`src/rtl/seg_scan_pkg.sv`:
```
// Shared constants for the multiplexed 7-segment scan path.
// The driver and the decoder both use these patterns, so they cannot drift apart.
package seg_scan_pkg;

    // Active-high segment patterns, bit0=a ... bit6=g
    localparam logic [6:0] SEG_0     = 7'h3F;
    localparam logic [6:0] SEG_1     = 7'h06;
    localparam logic [6:0] SEG_2     = 7'h5B;
    localparam logic [6:0] SEG_3     = 7'h4F;
    localparam logic [6:0] SEG_4     = 7'h66;
    localparam logic [6:0] SEG_5     = 7'h6D;
    localparam logic [6:0] SEG_6     = 7'h7D;
    localparam logic [6:0] SEG_7     = 7'h07;
    localparam logic [6:0] SEG_8     = 7'h7F;
    localparam logic [6:0] SEG_9     = 7'h6F;
    localparam logic [6:0] SEG_BLANK = 7'h00;

    localparam logic [3:0] BCD_BLANK   = 4'hA;
    localparam logic [3:0] BCD_INVALID = 4'hF;

    typedef enum logic {
        ST_IDLE    = 1'b0,
        ST_COLLECT = 1'b1
    } frame_state_e;

endpackage

```
`src/rtl/seg7_to_bcd.sv`:
```
// Combinational 7-segment pattern to BCD decoder.
// A dark digit decodes to BLANK; anything unrecognised decodes to INVALID with the flag set.
module seg7_to_bcd
    import seg_scan_pkg::*;
(
    input  logic [6:0] pattern_i,
    output logic [3:0] code_o,
    output logic       invalid_o
);

    always_comb begin
        code_o    = BCD_INVALID;
        invalid_o = 1'b1;
        case (pattern_i)
            SEG_0:     begin code_o = 4'd0;      invalid_o = 1'b0; end
            SEG_1:     begin code_o = 4'd1;      invalid_o = 1'b0; end
            SEG_2:     begin code_o = 4'd2;      invalid_o = 1'b0; end
            SEG_3:     begin code_o = 4'd3;      invalid_o = 1'b0; end
            SEG_4:     begin code_o = 4'd4;      invalid_o = 1'b0; end
            SEG_5:     begin code_o = 4'd5;      invalid_o = 1'b0; end
            SEG_6:     begin code_o = 4'd6;      invalid_o = 1'b0; end
            SEG_7:     begin code_o = 4'd7;      invalid_o = 1'b0; end
            SEG_8:     begin code_o = 4'd8;      invalid_o = 1'b0; end
            SEG_9:     begin code_o = 4'd9;      invalid_o = 1'b0; end
            SEG_BLANK: begin code_o = BCD_BLANK; invalid_o = 1'b0; end
            default:   begin code_o = BCD_INVALID; invalid_o = 1'b1; end
        endcase
    end

endmodule

```
`src/rtl/seg_scan_decoder.sv`:
```
// Samples a multiplexed 7-segment bus, filters switching glitches, decodes each stable
// digit to BCD and assembles complete in-order scans into a frame word.
module seg_scan_decoder
    import seg_scan_pkg::*;
#(
    parameter int NUM_DIGITS    = 3,
    parameter int STABLE_CYCLES = 4,
    parameter int SEL_W         = 3
) (
    input  logic                    clk,
    input  logic                    rst,
    input  logic [7:0]              seg,
    input  logic [SEL_W-1:0]        sel,
    output logic [4*NUM_DIGITS-1:0] digit_bcd,
    output logic [NUM_DIGITS-1:0]   digit_valid,
    output logic [4*NUM_DIGITS-1:0] frame_bcd,
    output logic                    frame_valid,
    output logic                    pat_err,
    output logic                    seq_err
);

    localparam int                CNT_W     = $clog2(STABLE_CYCLES + 1);
    localparam logic [CNT_W-1:0]  CNT_MAX   = CNT_W'(STABLE_CYCLES);
    localparam logic [SEL_W:0]    SEL_LIMIT = (SEL_W + 1)'(NUM_DIGITS);
    localparam logic [SEL_W-1:0]  LAST_SEL  = SEL_W'(NUM_DIGITS - 1);

    logic [6:0]              s_seg_q;
    logic [SEL_W-1:0]        s_sel_q;
    logic [CNT_W-1:0]        cnt_q, cnt_d;
    logic                    cap_q, cap_d;
    logic                    same_sample;

    frame_state_e            state_q, state_d;
    logic [SEL_W-1:0]        expect_q, expect_d;
    logic [4*NUM_DIGITS-1:0] buf_q, buf_d;
    logic [4*NUM_DIGITS-1:0] digit_q, digit_d;
    logic [NUM_DIGITS-1:0]   valid_q, valid_d;
    logic [4*NUM_DIGITS-1:0] frame_q, frame_d;
    logic                    frame_valid_q, frame_valid_d;
    logic                    pat_err_q, pat_err_d;
    logic                    seq_err_q, seq_err_d;

    logic [3:0]              dec_code;
    logic                    dec_invalid;
    logic                    sel_in_range;
    logic                    dp_unused;

    assign dp_unused = seg[7];

    // The sample about to be registered is compared with the one already held, so the
    // counter reaches STABLE_CYCLES on the edge that takes the last required sample.
    always_comb begin
        same_sample = (seg[6:0] == s_seg_q) && (sel == s_sel_q);
        cnt_d       = CNT_W'(1);
        cap_d       = 1'b0;
        if (same_sample) begin
            cnt_d = (cnt_q == CNT_MAX) ? cnt_q : cnt_q + CNT_W'(1);
            cap_d = (cnt_q == CNT_MAX - CNT_W'(1));
        end
    end

    always_ff @(posedge clk or posedge rst) begin
        if (rst) begin
            s_seg_q <= '0;
            s_sel_q <= '0;
            cnt_q   <= '0;
            cap_q   <= 1'b0;
        end else begin
            s_seg_q <= seg[6:0];
            s_sel_q <= sel;
            cnt_q   <= cnt_d;
            cap_q   <= cap_d;
        end
    end

    seg7_to_bcd u_dec (
        .pattern_i (s_seg_q),
        .code_o    (dec_code),
        .invalid_o (dec_invalid)
    );

    assign sel_in_range = ({1'b0, s_sel_q} < SEL_LIMIT);

    // Capture handling. The buffer slot is written on every in-range capture; a frame only
    // commits after slots 0..N-1 were written in order, so stale slots never leak out.
    always_comb begin
        state_d       = state_q;
        expect_d      = expect_q;
        buf_d         = buf_q;
        digit_d       = digit_q;
        valid_d       = valid_q;
        frame_d       = frame_q;
        frame_valid_d = 1'b0;
        pat_err_d     = 1'b0;
        seq_err_d     = 1'b0;

        if (cap_q) begin
            pat_err_d = dec_invalid;
            if (!sel_in_range) begin
                seq_err_d = 1'b1;
                state_d   = ST_IDLE;
            end else begin
                for (int i = 0; i < NUM_DIGITS; i++) begin
                    if (s_sel_q == SEL_W'(i)) begin
                        digit_d[4*i +: 4] = dec_code;
                        valid_d[i]        = 1'b1;
                        buf_d[4*i +: 4]   = dec_code;
                    end
                end

                case (state_q)
                    ST_IDLE: begin
                        if (s_sel_q == '0) begin
                            expect_d = SEL_W'(1);
                            state_d  = ST_COLLECT;
                        end
                    end
                    ST_COLLECT: begin
                        if (s_sel_q == expect_q) begin
                            if (expect_q == LAST_SEL) begin
                                frame_d       = buf_d;
                                frame_valid_d = 1'b1;
                                state_d       = ST_IDLE;
                            end else begin
                                expect_d = expect_q + SEL_W'(1);
                            end
                        end else begin
                            seq_err_d = 1'b1;
                            if (s_sel_q == '0) begin
                                expect_d = SEL_W'(1);
                            end else begin
                                state_d = ST_IDLE;
                            end
                        end
                    end
                    default: state_d = ST_IDLE;
                endcase
            end
        end
    end

    always_ff @(posedge clk or posedge rst) begin
        if (rst) begin
            state_q       <= ST_IDLE;
            expect_q      <= '0;
            buf_q         <= '0;
            digit_q       <= '0;
            valid_q       <= '0;
            frame_q       <= '0;
            frame_valid_q <= 1'b0;
            pat_err_q     <= 1'b0;
            seq_err_q     <= 1'b0;
        end else begin
            state_q       <= state_d;
            expect_q      <= expect_d;
            buf_q         <= buf_d;
            digit_q       <= digit_d;
            valid_q       <= valid_d;
            frame_q       <= frame_d;
            frame_valid_q <= frame_valid_d;
            pat_err_q     <= pat_err_d;
            seq_err_q     <= seq_err_d;
        end
    end

    assign digit_bcd   = digit_q;
    assign digit_valid = valid_q;
    assign frame_bcd   = frame_q;
    assign frame_valid = frame_valid_q;
    assign pat_err     = pat_err_q;
    assign seq_err     = seq_err_q;

endmodule

```
`config.mk`:
```
export PLATFORM = sky130hd
export DESIGN_NAME = seg_scan_decoder
export DESIGN_NICKNAME = d
export VERILOG_FILES = /design/src/rtl/seg_scan_pkg.sv /design/src/rtl/seg7_to_bcd.sv /design/src/rtl/seg_scan_decoder.sv
export SDC_FILE = /design/constraint.sdc
export NUM_CORES = 1
export LEC_CHECK = 0
export CAP_MARGIN = 20
export CORE_ASPECT_RATIO = 1.1
export CORE_MARGIN = 4
export CORE_UTILIZATION = 30
export CTS_BUF_LIST = sky130_fd_sc_hd__clkbuf_8
export CTS_CLUSTER_SIZE = 25
export DETAILED_ROUTE_END_ITERATION = 10
export GPL_TIMING_DRIVEN = 1
export PLACE_DENSITY_LB_ADDON = 0.15
export SLEW_MARGIN = 20
export SYNTH_ARGS = -nofsm -noshare
export SYNTH_HDL_FRONTEND = slang
export SYNTH_SLANG_ARGS = --single-unit
```
`constraint.sdc`:
```
create_clock -name clk -period 4.2 [get_ports clk]
set_input_delay 0.42 -clock clk [delete_from_list [all_inputs] [get_ports clk]]
set_output_delay 0.42 -clock clk [all_outputs]
set_load 0.01 [all_outputs]
```
# Word level (Yosys, flattened, before mapping)
# Index checks and enable logic that the tools add are counted.
# Widths: inputs -> output; s select.
[op_classes] magnitude_cmp=1 n_addsub=2 bitwise=1 reduce_logical=10 n_div=0 shifts=0 n_eq_ne=20 n_mux=27 mul=0
[ops] cell="$eq 7x7->1 const B" count=7
[ops] cell="$pmux 4 s11" count=1
[ops] cell="$mux 1" count=16
[ops] cell="$mux 3" count=5
[ops] cell="$eq 7x3->1 const B" count=2
[ops] cell="$mux 4" count=3
[ops] cell="$reduce_and 3->1" count=4
[ops] cell="$reduce_or 11->1" count=1
[ops] cell="$eq 3x2->1 const B" count=3
[ops] cell="$eq 7x6->1 const B" count=1
[ops] cell="$eq 7x7->1" count=1
[ops] cell="$logic_not 7->1" count=1
[ops] cell="$add 3x1->3 const B" count=2
[ops] cell="$eq 3x3->1" count=2
[ops] cell="$pmux 3 s2" count=1
[ops] cell="$reduce_and 5->1" count=1
[ops] cell="$eq 3x1->1 const B" count=1
[ops] cell="$eq 3x3->1 const B" count=1
[ops] cell="$logic_not 3->1" count=1
[ops] cell="$lt 3x2->1 const B" count=1
[ops] cell="$ne 3x3->1 const B" count=1
[ops] cell="$ne 2x2->1 const B" count=1
[ops] cell="$pmux 1 s2" count=1
[ops] cell="$reduce_and 2->1" count=1
[ops] cell="other kinds (2)" count=2
[word_totals] regBits=60 output_inout_bits=30 ram_bits=0 elab_cells=78 latchBits=0 input_bits=13 romBits=0 n_memories=0

# Depth between registers and ports, before layout
[logic_depth] word_depth=6 ltp_mapped=9

# Modules after synthesis
# A second synthesis with hierarchy kept.
[hier_totals] cells_unflattened=259 hier_area_um2=2842.7
[by_module_without_submodules] mod="seg_scan_decoder" seq_area_each_um2=1501.4 area_per_inst_um2=2596.2 n_inst=1 cells_per_inst=224
[by_module_without_submodules] mod="seg7_to_bcd" seq_area_each_um2=0.0 area_per_inst_um2=246.5 n_inst=1 cells_per_inst=35

# Worst setup path after synthesis
# Ideal clock, no wire load.
[synth_timing] path_type="register to register" start="reg s_seg_q[3]" end="reg frame_q[1] (netlist: frame_bcd[1])" t_arrival_ns=1.700 n_path_buf=2 slack_ns=2.382 setup_time_ns=0.118 path_stages_with_launch=9 required_time_ns=4.082 path_cell_list="dfrtp_1 -> clkbuf_1 -> or3_1 -> nor3_1 -> a22o_1 -> and2_1 -> buf_2 -> a211oi_2 -> a21o_1"
[synth_between] elab_chain_cells=3
[synth_lines] item="start: declaration" line_no="seg_scan_decoder.sv:27" source="logic [6:0] s_seg_q;"
[synth_lines] item="start signal: assignment" line_no="seg_scan_decoder.sv:69" source="s_seg_q <= seg[6:0];"
[synth_lines] item="$eq 7x7->1, or another cell as far along" line_no="seg7_to_bcd.sv:14" source="case (pattern_i)"
[synth_lines] item="$pmux 4 s11 *" line_no="seg7_to_bcd.sv:14"
[synth_lines] item="$mux 4 *" line_no="seg_scan_decoder.sv:104" source="if (s_sel_q == SEL_W'(i)) begin"
[synth_lines] item="end signal: assignment" line_no="seg_scan_decoder.sv:159" source="frame_q <= frame_d;"
[synth_lines] item="end: declaration" line_no="seg_scan_decoder.sv:38" source="logic [4*NUM_DIGITS-1:0] frame_q, frame_d;"
# Mark *: on every way between the ends. The rest lies on a longest branch, timed or not.
# A chain may end at the register's enable or synchronous reset.

# Final worst setup path
[layout_timing] start="reg s_sel_q[0]" end="reg frame_q[7] (netlist: frame_bcd[7])"
[layout_between] elab_chain_cells=2
[layout_lines] item="start: declaration" line_no="seg_scan_decoder.sv:28" source="logic [SEL_W-1:0] s_sel_q;"
[layout_lines] item="start signal: assignment" line_no="seg_scan_decoder.sv:70" source="s_sel_q <= sel;"
[layout_lines] item="$lt 3x2->1, or another cell as far along" line_no="seg_scan_decoder.sv:82" source="assign sel_in_range = ({1'b0, s_sel_q} < SEL_LIMIT);"
[layout_lines] item="$reduce_and 5->1 (no source line) or $mux 4 (tied branches)"
# Several ways; a longest one is shown, not always the timed one.

==> results.json <==
{
  "setup_tns_after_final_layout_ps": 0,
  "most_crowded_layer_gr": "met2",
  "cts_root_buffer": "sky130_fd_sc_hd__clkbuf_8",
  "postCtsSetupRepairBufs": 0,
  "clock_tree_from_tritoncts": "done",
  "finalHoldViolations": 0,
  "cts_inserted_buffers": 9,
  "die-area_um2": 10850,
  "skew_ps": 7.814,
  "antenna_cells": 0,
  "detail_route.wl_per_cell_um": 13.90,
  "critical_path.startpoint_type": "register",
  "power.ir.vdd_worst_uv": 123.1,
  "detail_route.first_pass.iterations": 4,
  "synth_async_sr_flop_share_pct": 100.0,
  "fin_crit_ps": 2200,
  "ratio_of_total_power_to_cell_area_nw_per_um2": 344.3,
  "yosysUniqueCellTypes": 46,
  "total_via_count_in_the_routed_design": 2092,
  "grt_pass1_vias": 2063,
  "synth_area_um2": 2773,
  "insertion_delay_of_the_later_clocked_pin_in_the_worst_skew_pair_ps": 340,
  "drtAntennaViolNets": 0,
  "placement.setup.worst_slack_ps": 1978,
  "power_leakage_nw": 1.592,
  "grtUsageMet2_pct": 20.31,
  "number_of_antenna_violations_at_the_first_check_in_global_routing": 0,
  "rows": 36,
  "setup_viol": 0,
  "syn_inst": 278,
  "hold_buffers": 0,
  "grt_pass1_wl_mm": 10.16,
  "clk_pin_slew_worst_paths_ps": 60,
  "groute.layer.met1.usage_pct": 14.79,
  "cp.arrival_ps": 2460,
  "final_clock_period_utilization_by_the_worst_path_pct": 52.39,
  "required_ps": 4460,
  "worstMarginPinSlew_ps": 808.8,
  "core_area_um2": 8919,
  "finish.net_count": 333,
  "post_detail_place_hpwl_mm": 4.408,
  "total_power_mw": 1.187,
  "yosys-top-cells-area": "sky130_fd_sc_hd__dfrtp_1 54%, sky130_fd_sc_hd__a21oi_1 5.8%, sky130_fd_sc_hd__nor2_1 5.1%, sky130_fd_sc_hd__xor2_1 3.5%, sky130_fd_sc_hd__nand2_1 2.7%",
  "post-synth-top-count-cell": "sky130_fd_sc_hd__dfrtp_1",
  "cts_resized": 0,
  "average_cell_area_after_synthesis_um2": 9.974,
  "flow.area_growth_from_synthesis_pct": 24.32,
  "routed_wirelength_mm": 6.034,
  "synth_top_area_share_pct": 54.15,
  "status": "complete, no violations",
  "synth_flop_cell": "sky130_fd_sc_hd__dfrtp_1",
  "rsz0062_at_grt": "false",
  "area_taken_by_flip_flops_and_latches_um2": 1501,
  "violation_count_after_the_first_detailed_routing_iteration": 66,
  "globalplace.congestion": 0.7592,
  "port_buffers": 41,
  "synth_enable_flop_cells": 0,
  "syn_nets": 296,
  "globalRoute.totalOverflow": 0,
  "floorplan.die.height_um": 108.8,
  "postSynthRegisterBits": 60,
  "globalRouteTotalUtil_pct": 12.19,
  "finalMaxSlewViolations": 0,
  "worstPathCellList": "xor2_1 -> nor3_2 -> nand2_2 -> or3_4 -> inv_2 -> o21ai_0 -> o21ai_1",
  "seq_area_frac_synth_pct": 54.15,
  "htreeDepth": 3,
  "die-width_um": 99.66,
  "setup.worst_path.class": "register to register",
  "timing.slew.headroom_pct": 46.00,
  "crit_path_top_delay_cell": "sky130_fd_sc_hd__dfrtp_1",
  "grt_util_met3_pct": 3.327,
  "clock_sink_count": 60,
  "fill_cells": 922,
  "post_drt_via_cell_ratio": 4.820,
  "critical_path_peak_fanout": 13,
  "synth_commonest_cells": "60 x sky130_fd_sc_hd__dfrtp_1, 38 x sky130_fd_sc_hd__nor2_1, 32 x sky130_fd_sc_hd__a21oi_1",
  "initial_core_util_pct": 31.09,
  "type_of_the_worst_min_delay_path": "register to register",
  "post_route_cells_drive_above_1_share_pct": 8.438,
  "ys_warn_count": 0,
  "cts-root-to-sink-buffers": 2,
  "maxCapViolCount": 0,
  "post-synth-top-area-cell": "sky130_fd_sc_hd__dfrtp_1",
  "top_level_ports": 43,
  "max_stage_delay_ps": 500,
  "drc": 0,
  "fmax_mhz": 454.5,
  "crit_path_end_kind": "register",
  "grt_start_max_net_pins": 39,
  "multi_input_combinational_cell_area_um2": 1145,
  "timing.final.ws_setup_ps": 2000
}
cell usage in the layout (no fill, tap or decap), drive strengths merged, types with 2 or more instances in the layout:
cell type       n
and2            6
xor2           11
nand4           2
dfrtp          60
o32a            2
nand2b          4
nor3           10
nand2          21
clkinv          2
o22ai           5
a21oi          32
clkbuf         11
nand3           3
inv            11
nor4            3
a211oi          4
clkdlybuf4s50  41
or3             4
o21ai          13
and3            2
a21o            9
ha              5
nor2           39
xnor2           4
mux2i           2
worst max-delay path, delay by kind of cell (launching register included):
kind | cells | cell delay [ps]
AOI/OAI and AO/OA | 2 | 300
xor gates and xnor gates | 1 | 200
buffers and inverters | 1 | 220
DFF | 1 | 500
and+or+nand+nor | 3 | 890
through the flow:
stage | area (um2) | cells | util [%] | hold WS (ps)
after floorplan | 2773 | 278 | - | 449.8
after global placement | 3244 | 418 | 36.38 | 451.2
after detailed placement | 3244 | 418 | 36.38 | 455.6
after CTS | 3447 | 434 | 38.65 | 469.9
after global routing | 3447 | 434 | 38.65 | 493.5
final | 3447 | 434 | 38.65 | 466.4
flip-flops by register name (all words and copies together), names as in the netlist, 3 cells and up:
| register | count |
|---|---|
| digit_bcd | 12 |
| cnt_q | 3 |
| s_seg_q | 7 |
| buf_q | 12 |
| s_sel_q | 3 |
| frame_bcd | 12 |
| expect_q | 3 |
| digit_valid | 3 |
metal layers:
metal	wire, um	vias to the layer above
met3	213	11
met4	125	0
met5	0	-
met2	3032	30
met1	2663	1018
li1	-	1033
logic make-up (layout without fill, tap and decap cells):
logic type / after synthesis / after routing / share of synthesized area [%]
simple gates: 99 / 99 / 17.51
compound gates: 71 / 71 / 16.06
flops: 60 / 60 / 54.15
buf+inv: 26 / 68 / 4.557
xor+xnor: 15 / 15 / 4.738
fa+ha+maj: 5 / 5 / 2.256
mux: 2 / 2 / 0.7221
power by group:
| group | internal [mW] | switching, mW | total [mW] | leakage (nW) |
|---|---|---|---|---|
| clock network | 0.302 | 0.226 | 0.528 | 0.107 |
| logic | 0.0254 | 0.0367 | 0.0622 | 0.676 |
| registers | 0.583 | 0.0137 | 0.596 | 0.810 |
| total | 0.910 | 0.277 | 1.19 | 1.59 |
cell type report:
cell class	instances	area share, %
inverters	10	1.089
repair buffers	42	12.12
clock buffers	11	4.392
flip-flops and latches	60	43.56
well taps	114	4.138
clock inverters	5	1.488
multi-input cells	192	33.21
final timing paths:
check / startpoint / endpoint / slack, ps / cells after the start
worst max register to register: s_sel_q[0]$_DFF_PP0_ / frame_bcd[7]$_DFFE_PP0P_ / 2000 / 7
max in group asynchronous: rst / digit_bcd[2]$_DFFE_PP0P_ / 2820 / 3
worst min register to register: digit_valid[0]$_DFFE_PP0P_ / digit_valid[0]$_DFFE_PP0P_ / 470 / 1
worst max-delay path: s_sel_q[0]$_DFF_PP0_ / frame_bcd[7]$_DFFE_PP0P_ / 2000 / 7
min in group asynchronous: rst / digit_bcd[11]$_DFFE_PP0P_ / 560 / 2
worst min-delay path: digit_valid[0]$_DFFE_PP0P_ / digit_valid[0]$_DFFE_PP0P_ / 470 / 1
Note: power is estimated with default switching activity, not from simulation.
